===== src/rtl/axis_y_downsizer.sv =====
// axis_y_downsizer: serialises C*WY-bit array rows into AXI_WIDTH-bit AXI-Stream beats, lowest slice first
// Ports:
//   clk, rst                      clock (rising edge), asynchronous active-high reset
//   s_axis_tdata/tvalid/tready/tlast  wide row input, result j at bits [j*WY +: WY]
//   m_axis_tdata/tkeep/tvalid/tready/tlast  narrow slice output, tlast on final slice of final row
//   pkt_beats                     output beats sent in the current packet (saturating)
//   pkt_done                      one-cycle pulse the cycle after the tlast output handshake
module axis_y_downsizer #(
  parameter int C = 4,
  parameter int WY = 32,
  parameter int AXI_WIDTH = 32,
  parameter int CNT_W = 32
) (
  input  logic                   clk,
  input  logic                   rst,
  input  logic [C*WY-1:0]        s_axis_tdata,
  input  logic                   s_axis_tvalid,
  output logic                   s_axis_tready,
  input  logic                   s_axis_tlast,
  output logic [AXI_WIDTH-1:0]   m_axis_tdata,
  output logic [AXI_WIDTH/8-1:0] m_axis_tkeep,
  output logic                   m_axis_tvalid,
  input  logic                   m_axis_tready,
  output logic                   m_axis_tlast,
  output logic [CNT_W-1:0]       pkt_beats,
  output logic                   pkt_done
);
  localparam int N = C * WY / AXI_WIDTH;
  localparam int KW = N > 1 ? $clog2(N) : 1;
  localparam logic [KW-1:0] K_LAST = KW'(N - 1);
  if ((C * WY) % AXI_WIDTH != 0 || AXI_WIDTH % 8 != 0) begin : g_width_check
    $fatal(1, "axis_y_downsizer: C*WY must be a multiple of AXI_WIDTH, AXI_WIDTH a multiple of 8");
  end
  typedef enum logic {EMPTY, SEND} state_t;
  state_t state, state_n;
  logic [N-1:0][AXI_WIDTH-1:0] row;
  logic [KW-1:0] k;
  logic lastflag, up, fresh, k_end, in_hs, out_hs;
  assign k_end = k == K_LAST;
  assign m_axis_tvalid = state == SEND;
  // up keeps ready low through reset and rises on the first edge after release;
  // the next row may load on the same edge the final slice leaves
  assign s_axis_tready = up && (state == EMPTY || (k_end && m_axis_tready));
  assign m_axis_tlast = m_axis_tvalid && lastflag && k_end;
  assign m_axis_tkeep = '1;
  assign in_hs = s_axis_tvalid && s_axis_tready;
  assign out_hs = m_axis_tvalid && m_axis_tready;
  if (N == 1) begin : g_one
    assign m_axis_tdata = row[0];
  end else begin : g_many
    assign m_axis_tdata = row[k];
  end
  always_ff @(posedge clk or posedge rst) begin
    if (rst) state <= EMPTY;
    else state <= state_n;
  end
  always_comb begin
    state_n = state;
    state_n = in_hs ? SEND : (out_hs && k_end) ? EMPTY : state;
  end
  always_ff @(posedge clk or posedge rst) begin
    if (rst) begin
      up <= 1'b0;
      row <= '0;
      lastflag <= 1'b0;
      k <= '0;
    end else begin
      up <= 1'b1;
      if (in_hs) begin
        row <= s_axis_tdata;
        lastflag <= s_axis_tlast;
        k <= '0;
      end else if (out_hs) begin
        k <= k_end ? '0 : k + 1'b1;
      end
    end
  end
  // fresh marks that the next output beat starts a new packet
  always_ff @(posedge clk or posedge rst) begin
    if (rst) begin
      pkt_beats <= '0;
      pkt_done <= 1'b0;
      fresh <= 1'b1;
    end else begin
      pkt_done <= out_hs && m_axis_tlast;
      if (out_hs) begin
        pkt_beats <= fresh ? CNT_W'(1) : pkt_beats + {{(CNT_W-1){1'b0}}, ~&pkt_beats};
        fresh <= m_axis_tlast;
      end
    end
  end
endmodule


===== config.mk =====
export PLATFORM = sky130hd
export DESIGN_NAME = axis_y_downsizer
export DESIGN_NICKNAME = d
export VERILOG_FILES = /design/src/rtl/axis_y_downsizer.sv
export SDC_FILE = /design/constraint.sdc
export NUM_CORES = 1
export LEC_CHECK = 0
export CAP_MARGIN = 5
export CORE_AREA = 2 2 125 127
export DETAILED_ROUTE_END_ITERATION = 10
export DIE_AREA = 0 0 127 129
export GPL_TIMING_DRIVEN = 0
export PLACE_DENSITY = 0.82
export SYNTH_ARGS = -nofsm -noshare
export SYNTH_HDL_FRONTEND = slang
export SYNTH_SLANG_ARGS = --single-unit

===== constraint.sdc =====
create_clock -name clk -period 7.7 [get_ports clk]
set_clock_uncertainty 0.05 [all_clocks]
set_input_delay 0.77 -clock clk [delete_from_list [all_inputs] [get_ports clk]]
set_output_delay 0.77 -clock clk [all_outputs]
set_load 0.03 [all_outputs]

==> results of run 1 <==
[cell usage after synthesis]
master         number
dfrtp_1           166
mux2_2            129
mux4_2             32
a21oi_1            18
buf_2              17
nand4_1            17
nand2_1            16
clkbuf_1           15
nor2_1             14
nand3_1            12
o21ai_0            12
o31ai_1            12
or4_1              11
and3_1              8
and2_1              7
and4_1              6
xor2_1              5
a31oi_1             4
buf_4               4
a41o_1              3
ha_1                3
a21o_1              2
inv_1               2
mux2i_1             2
nand2b_1            2
nor3_1              2
or3_1               2
or3_2               2
xnor2_1             2
a41oi_1             1
and4_2              1
buf_1               1
buf_12              1
conb_1              1
dfstp_2             1
dlygate4sd1_1       1
nand4_2             1
or2_2               1
or4_2               1
or4_4               1
[power groups by stage]
stage / Sequential, uW / Combinational [uW] / Clock (uW)
floorplan: 1410 / 1150 / 0
global placement: 1420 / 1710 / 0
detailed placement: 1460 / 1750 / 0
CTS: 1450 / 1760 / 814
global route: 1490 / 1840 / 856
finish: 1450 / 1740 / 797
[cell type report]
| cell class | count | area (um2) |
|---|---|---|
| inverter | 2 | 15.01 |
| timing repair buffer | 201 | 2029 |
| clock buffer | 23 | 478.0 |
| clock inverter | 8 | 73.82 |
| multi-input combinational | 334 | 3237 |
| buffer | 39 | 203.9 |
| fill | 1014 | 4524 |
| sequential | 167 | 4180 |
| tap | 188 | 235.2 |
[per-stage QoR]
| stage | total power [uW] | setup slack [ns] | cell area [um2] | utilization (%) | std cells |
|---|---|---|---|---|---|
| 2_1_floorplan | 2556 | 2.363 | 7629 | - | 542 |
| 3_3_place_gp | 3132 | 0.3741 | 9866 | 65.87 | 930 |
| 3_5_place_dp | 3207 | 4.404 | 9901 | 66.11 | 931 |
| 4_1_cts | 4018 | 3.944 | 10450 | 69.79 | 962 |
| 5_1_grt | 4184 | 3.828 | 10450 | 69.79 | 962 |
| 6_report | 3983 | 4.002 | 10450 | 69.79 | 962 |
[cells by family (layout without fill, tap and decap cells)]
| group | count (synthesis) | in the layout |
|---|---|---|
| flip-flops | 167 | 167 |
| multiplexers | 163 | 163 |
| AND/OR/NAND/NOR | 104 | 104 |
| AO/OA/AOI/OAI | 52 | 52 |
| buffers and inverters | 41 | 273 |
| XOR/XNOR | 7 | 7 |
| adder cells (fa/ha/maj) | 3 | 3 |
| other | 1 | 5 |
[flip-flops by register name (all words and copies together) (netlist names)]
signal,flops
fresh,1
k,2
lastflag,1
m_axis_tvalid,1
pkt_beats,32
pkt_done,1
row,128
up,1
[per-layer routing]
layer	track usage, %	share of wire, %
met4	7.692	2.0
met2	43.83	52
met5	0	0
met1	29.85	39
met3	8.399	7.2
[worst paths after layout]
kind,from,endpoint,cells after the start
hold reg to reg,row[71]$_DFFE_PP0P_,row[71]$_DFFE_PP0P_,1
hold / removal,row[71]$_DFFE_PP0P_,row[71]$_DFFE_PP0P_,1
max in group asynchronous,rst,pkt_beats[16]$_DFFE_PP0P_,3
min in group asynchronous,rst,row[29]$_DFFE_PP0P_,2
setup reg to reg,pkt_beats[11]$_DFFE_PP0P_,pkt_beats[26]$_DFFE_PP0P_,10
setup / recovery,k[0]$_DFFE_PP0P_,m_axis_tdata[18],4
==> summary.md, run 1 <==
| Metric | Value |
|---|---|
| I/O Buffers | 200 |
| Clock buffer count from CTS | 17 |
| CTS tree | built |
| Seq pwr share | 36.4% |
| Largest family of logic cells by synthesized area | multiplexers |
| GR Util All Layers | 25.15% |
| P_sw | 1352 uW |
| Tmin final | 3.698 ns |
| # setup viols final | 0 |
| Dominant cell type by area after synthesis | dfrtp_1 |
| Worst min path class | register to register |
| Proportion of synthesized area in mux cells | 28.81% |
| Worst Tran Pin Value | 0.7411 ns |
| Vias in the first global route | 6093 |
| Fin. Hold Viols | 0 |
| Clock Path Buffers | 2 |
| Syn Area/Cell | 14.15 um2 |
| Peak VDD IR | 0.2660 mV |
| Drt wl/cell | 20.48 um |
| Boundary Pins | 205 |
| R2R setup slack | 4.43 ns |
| WP data required | 6.88 ns |
| Cell area after synthesis | 7614 um2 |
| Layout cells sized above 1 | 28.55% |
| # diodes | 0 |
| Initial antenna violation count | 0 |
| Startpoint types | register |
| Final WL | 19710 um |
| Max_cap viols | 0 |
| Critical Path Slowest Stage Cell | clkdlybuf4s50_1 |
| DRT iter0 DRCs | 365 |
| Fmax | 270.4 MHz |
| Period utilization | 48.03% |
| Most common cell after layout, fill and taps aside | clkdlybuf4s50_1 |
| Antenna viol nets, final | 0 |
| Hold Slack | 0.4531 ns |
| Ordered list of cells on the worst path | clkbuf_1 -> buf_2 -> mux4_2 -> clkdlybuf4s50_1 |
| DRC | 0 |
| Int Power | 2631 uW |
| CP bufs+invs | 3 |
| DIE WIDTH | 127 um |
| Root buf cell | clkbuf_16 |
| Status | finished clean |
| Largest net degree at the start of global routing | 101 |
| Setup TNS | 0 ns |
| #FFs+latches synth | 167 |
| Area grow syn2layout | 37.29% |
| Starting density of the core | 50.84% |
| Final slew viol count | 0 |
| Cell count after synthesis | 538 |
| Pre-antenna DRT Iters | 5 |
| Most frequent cells in the layout | clkdlybuf4s50_1 (200), dfrtp_1 (166), mux2_2 (129) |
| Register area share after synthesis | 54.91% |
| Post-Synth Adder-Cell Area | 0.4930% |
| Pleak | 0.004296 uW |
| CP max FO | 10 |
| Synth Warn # | 0 |
| Crit path kind | register to output pin |
| Slowest stage delay, CP | 0.64 ns |
| RSZ-0062 raised after global routing | false |
| Area contributors post-synth | dfrtp_1 (55%), mux2_2 (19%), mux4_2 (9.5%), nand4_1 (1.4%), a21oi_1 (1.2%) |
| PostCTS Resize Cnt | 0 |
| CTS hold repair buffers | 0 |
| Worst-Skew Late Latency | 0.42 ns |
| Post-DP HPWL | 14470 um |
| Clk sinks | 167 |
| Comb power frac | 43.6% |
| Vias | 5583 |
| Simple-gate share of the synthesized area | 7.970% |
| Unique cell type count in the Yosys netlist | 40 |
| Die area | 16380 um2 |
| Pwr Density | 381.0 nW/um2 |
| Vias per cell | 5.804 |
| Top delay family on crit path | buffers and inverters |
| Net Sw Frac | 33.94% |
| Clk slew on worst S/H paths | 0.06 ns |
| Post-CTS Repair Setup Buffers | 0 |
| Placer Congestion | 0.8969 |
| CORE AREA | 14980 um2 |
| Synth Area in Compound Gates | 4.191% |
| Post-synthesis xor/xnor area fraction | 0.8053% |
| Clock share of power | 20.0% |
| Die Ht | 129 um |
| Critical path capture point type | output pin |
| Share of the synthesized area in the top cell type | 54.56% |
| First-pass GRT wire length | 31570 um |
| NumNets Final | 898 |
| H-tree depth | 4 |
| Slew HR | 50.59% |
| GRT Residual Overflow | 0 |
| Crit path DAT | 2.88 ns |
| FP Rows | 45 |
Power figures use the tool's default switching activity.
==> inputs of run 2 (changes only) <==
--- a/config.mk
+++ b/config.mk
@@ -6,11 +6,11 @@
 export NUM_CORES = 1
 export LEC_CHECK = 0
 export CAP_MARGIN = 5
-export CORE_AREA = 2 2 125 127
+export CORE_AREA = 2 2 128 130
 export DETAILED_ROUTE_END_ITERATION = 10
-export DIE_AREA = 0 0 127 129
+export DIE_AREA = 0 0 130 132
 export GPL_TIMING_DRIVEN = 0
-export PLACE_DENSITY = 0.82
+export PLACE_DENSITY = 0.79
 export SYNTH_ARGS = -nofsm -noshare
 export SYNTH_HDL_FRONTEND = slang
 export SYNTH_SLANG_ARGS = --single-unit
==> constraint.sdc (replaced) <==
create_clock -name clk -period 3.54 [get_ports clk]
set_clock_uncertainty 0.05 [all_clocks]
set_input_delay 0.354 -clock clk [delete_from_list [all_inputs] [get_ports clk]]
set_output_delay 0.354 -clock clk [all_outputs]
set_load 0.03 [all_outputs]
==> summary.md, run 2 (synthesis gave the netlist of run 1 again) <==
| Metric | Value |
|---|---|
| Status | finished clean |
| Peak VDD IR | 0.5861 mV |
| CTS tree | built |
| FP Rows | 46 |
| DIE WIDTH | 130 um |
| Vias per cell | 5.631 |
| PostCTS Resize Cnt | 0 |
| # diodes | 0 |
| Pleak | 0.004376 uW |
| Final slew viol count | 0 |
| Clk sinks | 167 |
| WP data required | 3.83 ns |
| Cell count after placement | 962 |
| GRT Residual Overflow | 0 |
| Area grow syn2layout | 40.18% |
| Placer Congestion | 0.8649 |
| DRC | 0 |
| Design Power | 9104 uW |
| Fin. Hold Viols | 0 |
| Fmax | 303.5 MHz |
| Startpoint types | register |
| First-pass GRT wire length | 32510 um |
| # setup viols final | 0 |
| Worst-Skew Late Latency | 0.42 ns |
| Post-Layout Cell Count | 994 |
| Vias in the first global route | 6100 |
| Max FFs per register | 128 |
| CP max FO | 10 |
| Largest net degree at the start of global routing | 45 |
| CTS hold repair buffers | 0 |
| Clock Path Buffers | 2 |
| Final WL | 20180 um |
| H-tree depth | 4 |
| Biggest regs | row (128), pkt_beats (32), k (2) |
| Most flop-heavy register | row |
| Root buf cell | clkbuf_16 |
| Clock buffer count from CTS | 17 |
| Clk slew on worst S/H paths | 0.06 ns |
| Crit path kind | register to register |
| Antenna viol nets, final | 0 |
| Post-DP HPWL | 14860 um |
| NumNets Final | 901 |
| Boundary Pins | 205 |
| Tmin final | 3.295 ns |
| Fill cells | 1099 |
| Most frequent cells in the layout | clkdlybuf4s50_1 (200), dfrtp_1 (166), mux2_2 (129) |
| Layout cells sized above 1 | 29.18% |
| Starting density of the core | 48.46% |
| DRT iter0 DRCs | 307 |
| Slew HR | 52.66% |
| Pre-antenna DRT Iters | 5 |
| RSZ-0062 raised after global routing | false |
| Worst Tran Pin Value | 0.7101 ns |
| Die area | 17160 um2 |
| Crit path DAT | 3.58 ns |
| CORE AREA | 15710 um2 |
| FF-to-FF path depth | 10 |
| I/O Buffers | 200 |
| Critical path capture point type | register |
| Drt wl/cell | 20.30 um |
| Pwr Density | 853.0 nW/um2 |
| GR Util All Layers | 24.78% |
| Die Ht | 132 um |
| Initial antenna violation count | 0 |
| Worst min path class | input pin to async pin |
| Most common cell after layout, fill and taps aside | clkdlybuf4s50_1 |
| Vias | 5597 |
| Post-CTS Repair Setup Buffers | 0 |
| Max_cap viols | 0 |
| Period utilization | 93.09% |
run 2: final cells by class:
| type | instances | area (um2) | share of cell area [%] |
|---|---|---|---|
| multi-input cells | 334 | 3237 | 30.33 |
| plain buffers | 39 | 203.9 | 1.911 |
| inverters | 2 | 11.26 | 0.1055 |
| clock inverters | 11 | 217.7 | 2.040 |
| flip-flops and latches | 167 | 4180 | 39.17 |
| clock buffers | 21 | 470.5 | 4.408 |
| repair buffers | 204 | 2082 | 19.51 |
| well taps | 216 | 270.3 | 2.532 |
run 2: worst max-delay path: stages (launching register included):
cell      delay, ns
dfrtp_1        0.46
and4_1         0.22
clkbuf_1       0.33
nand4_1        0.26
or4_1          0.62
ha_1           0.22
and4_1         0.20
buf_2          0.19
and4_1         0.28
nand4_1        0.15
mux2i_1        0.22
run 2: where the power goes:
part / internal [uW] / switching [uW]
Clock: 1380 / 767
Combinational: 2000 / 1800
Sequential: 2710 / 444
Total: 6100 / 3010
run 2: metrics by stage:
step / area [um2] / hold slack, ns / setup TNS [ns] / worst slack (ns) / utilization, %
finish: 10670 / 0.2405 / 0 / 0.2446 / 67.92
floorplan: 7632 / 0.4235 / 0 / 0.6630 / -
global route: 10670 / 0.2702 / 0 / 0.05129 / 67.92
global placement: 9905 / 0.4340 / -47.54 / -0.2967 / 63.04
detailed placement: 9985 / 0.4413 / 0 / 0.3604 / 63.55
CTS: 10670 / 0.2438 / 0 / 0.1763 / 67.92
run 2: final timing paths:
kind	from	slack, ns	endpoint
worst max-delay path	pkt_beats[12]$_DFFE_PP0P_	0.24	pkt_beats[26]$_DFFE_PP0P_
worst min-delay path	rst	0.24	pkt_beats[10]$_DFFE_PP0P_
worst max register to register	pkt_beats[12]$_DFFE_PP0P_	0.24	pkt_beats[26]$_DFFE_PP0P_
worst min register to register	row[18]$_DFFE_PP0P_	0.45	row[18]$_DFFE_PP0P_
max in group asynchronous	rst	2.15	row[44]$_DFFE_PP0P_
min in group clk	row[18]$_DFFE_PP0P_	0.45	row[18]$_DFFE_PP0P_
run 2: metal layers:
layer  part of all wire (%)  vias up  track usage (%)
li1                       -     2474                -
met1                     38     2855            28.87
met2                     52      231            42.52
met3                    8.5       37            8.523
met4                    2.0        0            8.363
met5                      0        -                0
==> inputs of run 3 (changes only) <==
--- a/config.mk
+++ b/config.mk
@@ -9,8 +9,8 @@
 export CORE_AREA = 2 2 128 130
 export DETAILED_ROUTE_END_ITERATION = 10
 export DIE_AREA = 0 0 130 132
-export GPL_TIMING_DRIVEN = 0
 export PLACE_DENSITY = 0.79
+export SLEW_MARGIN = 40
 export SYNTH_ARGS = -nofsm -noshare
 export SYNTH_HDL_FRONTEND = slang
 export SYNTH_SLANG_ARGS = --single-unit
==> summary.md, run 3 (synthesis gave the netlist of run 1 again) <==
| Metric | Value |
|---|---|
| Max_cap viols | 0 |
| Fin. Hold Viols | 0 |
| DRT iter0 DRCs | 309 |
| Reg2reg end | pkt_beats[20]$_DFFE_PP0P_ |
| Worst r2r src | pkt_beats[9]$_DFFE_PP0P_ |
| Die area | 17160 um2 |
| Die Ht | 132 um |
| # diodes | 0 |
| Layout cells sized above 1 | 28.44% |
| Antenna viol nets, final | 0 |
| DRC | 0 |
| I/O Buffers | 200 |
| Initial antenna violation count | 0 |
| NumNets Final | 868 |
| Drt wl/cell | 18.97 um |
| Finished Core Util | 66.08% |
| GRT Residual Overflow | 0 |
| Setup TNS | 0 ns |
| Max FFs per register | 128 |
| Final WL | 18180 um |
| Largest net degree at the start of global routing | 76 |
| Status | finished clean |
| Clock Path Buffers | 2 |
| R2R setup slack | 0.47 ns |
| DIE WIDTH | 130 um |
| Worst min path class | input pin to async pin |
| H-tree depth | 4 |
| Clk slew on worst S/H paths | 0.06 ns |
| CTS tree | built |
| GR Util All Layers | 22.43% |
| Post-DP HPWL | 13240 um |
| FF-to-FF path depth | 8 |
| CP max FO | 13 |
| Post-CTS Repair Setup Buffers | 0 |
| Critical path capture point type | register |
| Pwr Density | 825.4 nW/um2 |
| Boundary Pins | 205 |
| Biggest regs | row (128), pkt_beats (32), k (2) |
| Final slew viol count | 0 |
| Clk sinks | 167 |
| Area grow syn2layout | 36.37% |
| Peak VDD IR | 0.4771 mV |
| Most frequent cells in the layout | clkdlybuf4s50_1 (200), dfrtp_1 (164), mux2_2 (129) |
| Fmax | 326.1 MHz |
| Crit path DAT | 3.36 ns |
| Most flop-heavy register | row |
| CTS hold repair buffers | 0 |
| Root buf cell | clkbuf_16 |
| RSZ-0062 raised after global routing | false |
| Starting density of the core | 48.46% |
| Tmin final | 3.067 ns |
| Period utilization | 86.64% |
| PostCTS Resize Cnt | 0 |
| # setup viols final | 0 |
| Startpoint types | register |
| Storage cell area | 4183 um2 |
| Vias in the first global route | 5829 |
| Pre-antenna DRT Iters | 4 |
| Vias per cell | 5.600 |
| Placed inst area | 9846 um2 |
| First-pass GRT wire length | 30070 um |
| Area of the multi-input gates | 3242 um2 |
| Vias | 5365 |
| Most common cell after layout, fill and taps aside | clkdlybuf4s50_1 |
| Pleak | 0.004190 uW |
| Clock buffer count from CTS | 17 |
| Post-route cell area | 10380 um2 |
| FP Rows | 46 |
| Fill cells | 1140 |
| Crit path kind | register to register |
| CORE AREA | 15710 um2 |
| WP data required | 3.83 ns |
| Placer Congestion | 0.9102 |
| Worst-Skew Late Latency | 0.41 ns |
run 3: layout make-up:
class / instances / share of cell area, %
Timing Repair Buffer: 210 / 20.61
Sequential cell: 167 / 40.29
Multi-Input combinational cell: 334 / 31.22
Tap cell: 216 / 2.603
Clock buffer: 20 / 4.399
Inverter: 2 / 0.1085
Clock inverter: 9 / 0.7713
run 3: worst max path at each step:
stage,start,end,slack [ns],cells after the start
4_1_cts,k[0]$_DFFE_PP0P_,m_axis_tdata[18],0.52,3
2_1_floorplan,pkt_beats[10]$_DFFE_PP0P_,pkt_beats[26]$_DFFE_PP0P_,0.66,10
3_3_place_gp,pkt_beats[16]$_DFFE_PP0P_,pkt_beats[20]$_DFFE_PP0P_,0.69,8
6_report,pkt_beats[9]$_DFFE_PP0P_,pkt_beats[20]$_DFFE_PP0P_,0.47,8
5_1_grt,pkt_beats[9]$_DFFE_PP0P_,pkt_beats[20]$_DFFE_PP0P_,0.31,8
3_5_place_dp,pkt_beats[9]$_DFFE_PP0P_,pkt_beats[20]$_DFFE_PP0P_,0.57,8
run 3: where the power goes:
part           leakage [uW]  switching, uW  internal, uW
Clock              0.000255            726           988
Sequential          0.00204            515          2710
Combinational       0.00189           1640          1990
run 3: critical path: stages (launching register included):
cell,delay [ns]
dfrtp_1,0.44
and4_1,0.31
nand4_1,0.21
or4_1,0.19
ha_1,0.15
and4_1,0.49
nand3_1,0.32
or4_2,0.67
a21oi_1,0.15
run 3: stage by stage:
| stage | power [uW] | setup slack (ns) | std cells | hold slack [ns] |
|---|---|---|---|---|
| finish | 8569 | 0.4730 | 958 | 0.1606 |
| global route | 9029 | 0.3063 | 958 | 0.1632 |
| CTS | 8665 | 0.5172 | 958 | 0.1417 |
| detailed placement | 6919 | 0.5721 | 929 | 0.4412 |
| global placement | 6784 | 0.6946 | 929 | 0.4345 |
| floorplan | 5561 | 0.6630 | 542 | 0.4235 |
run 3: metal layers:
layer / share of wire [%] / vias up / global-route usage, %
li1: - / 2410 / -
met1: 39 / 2710 / 28.11
met2: 50 / 218 / 36.33
met3: 9.1 / 27 / 7.833
met4: 1.8 / 0 / 7.527
met5: 0 / - / 0
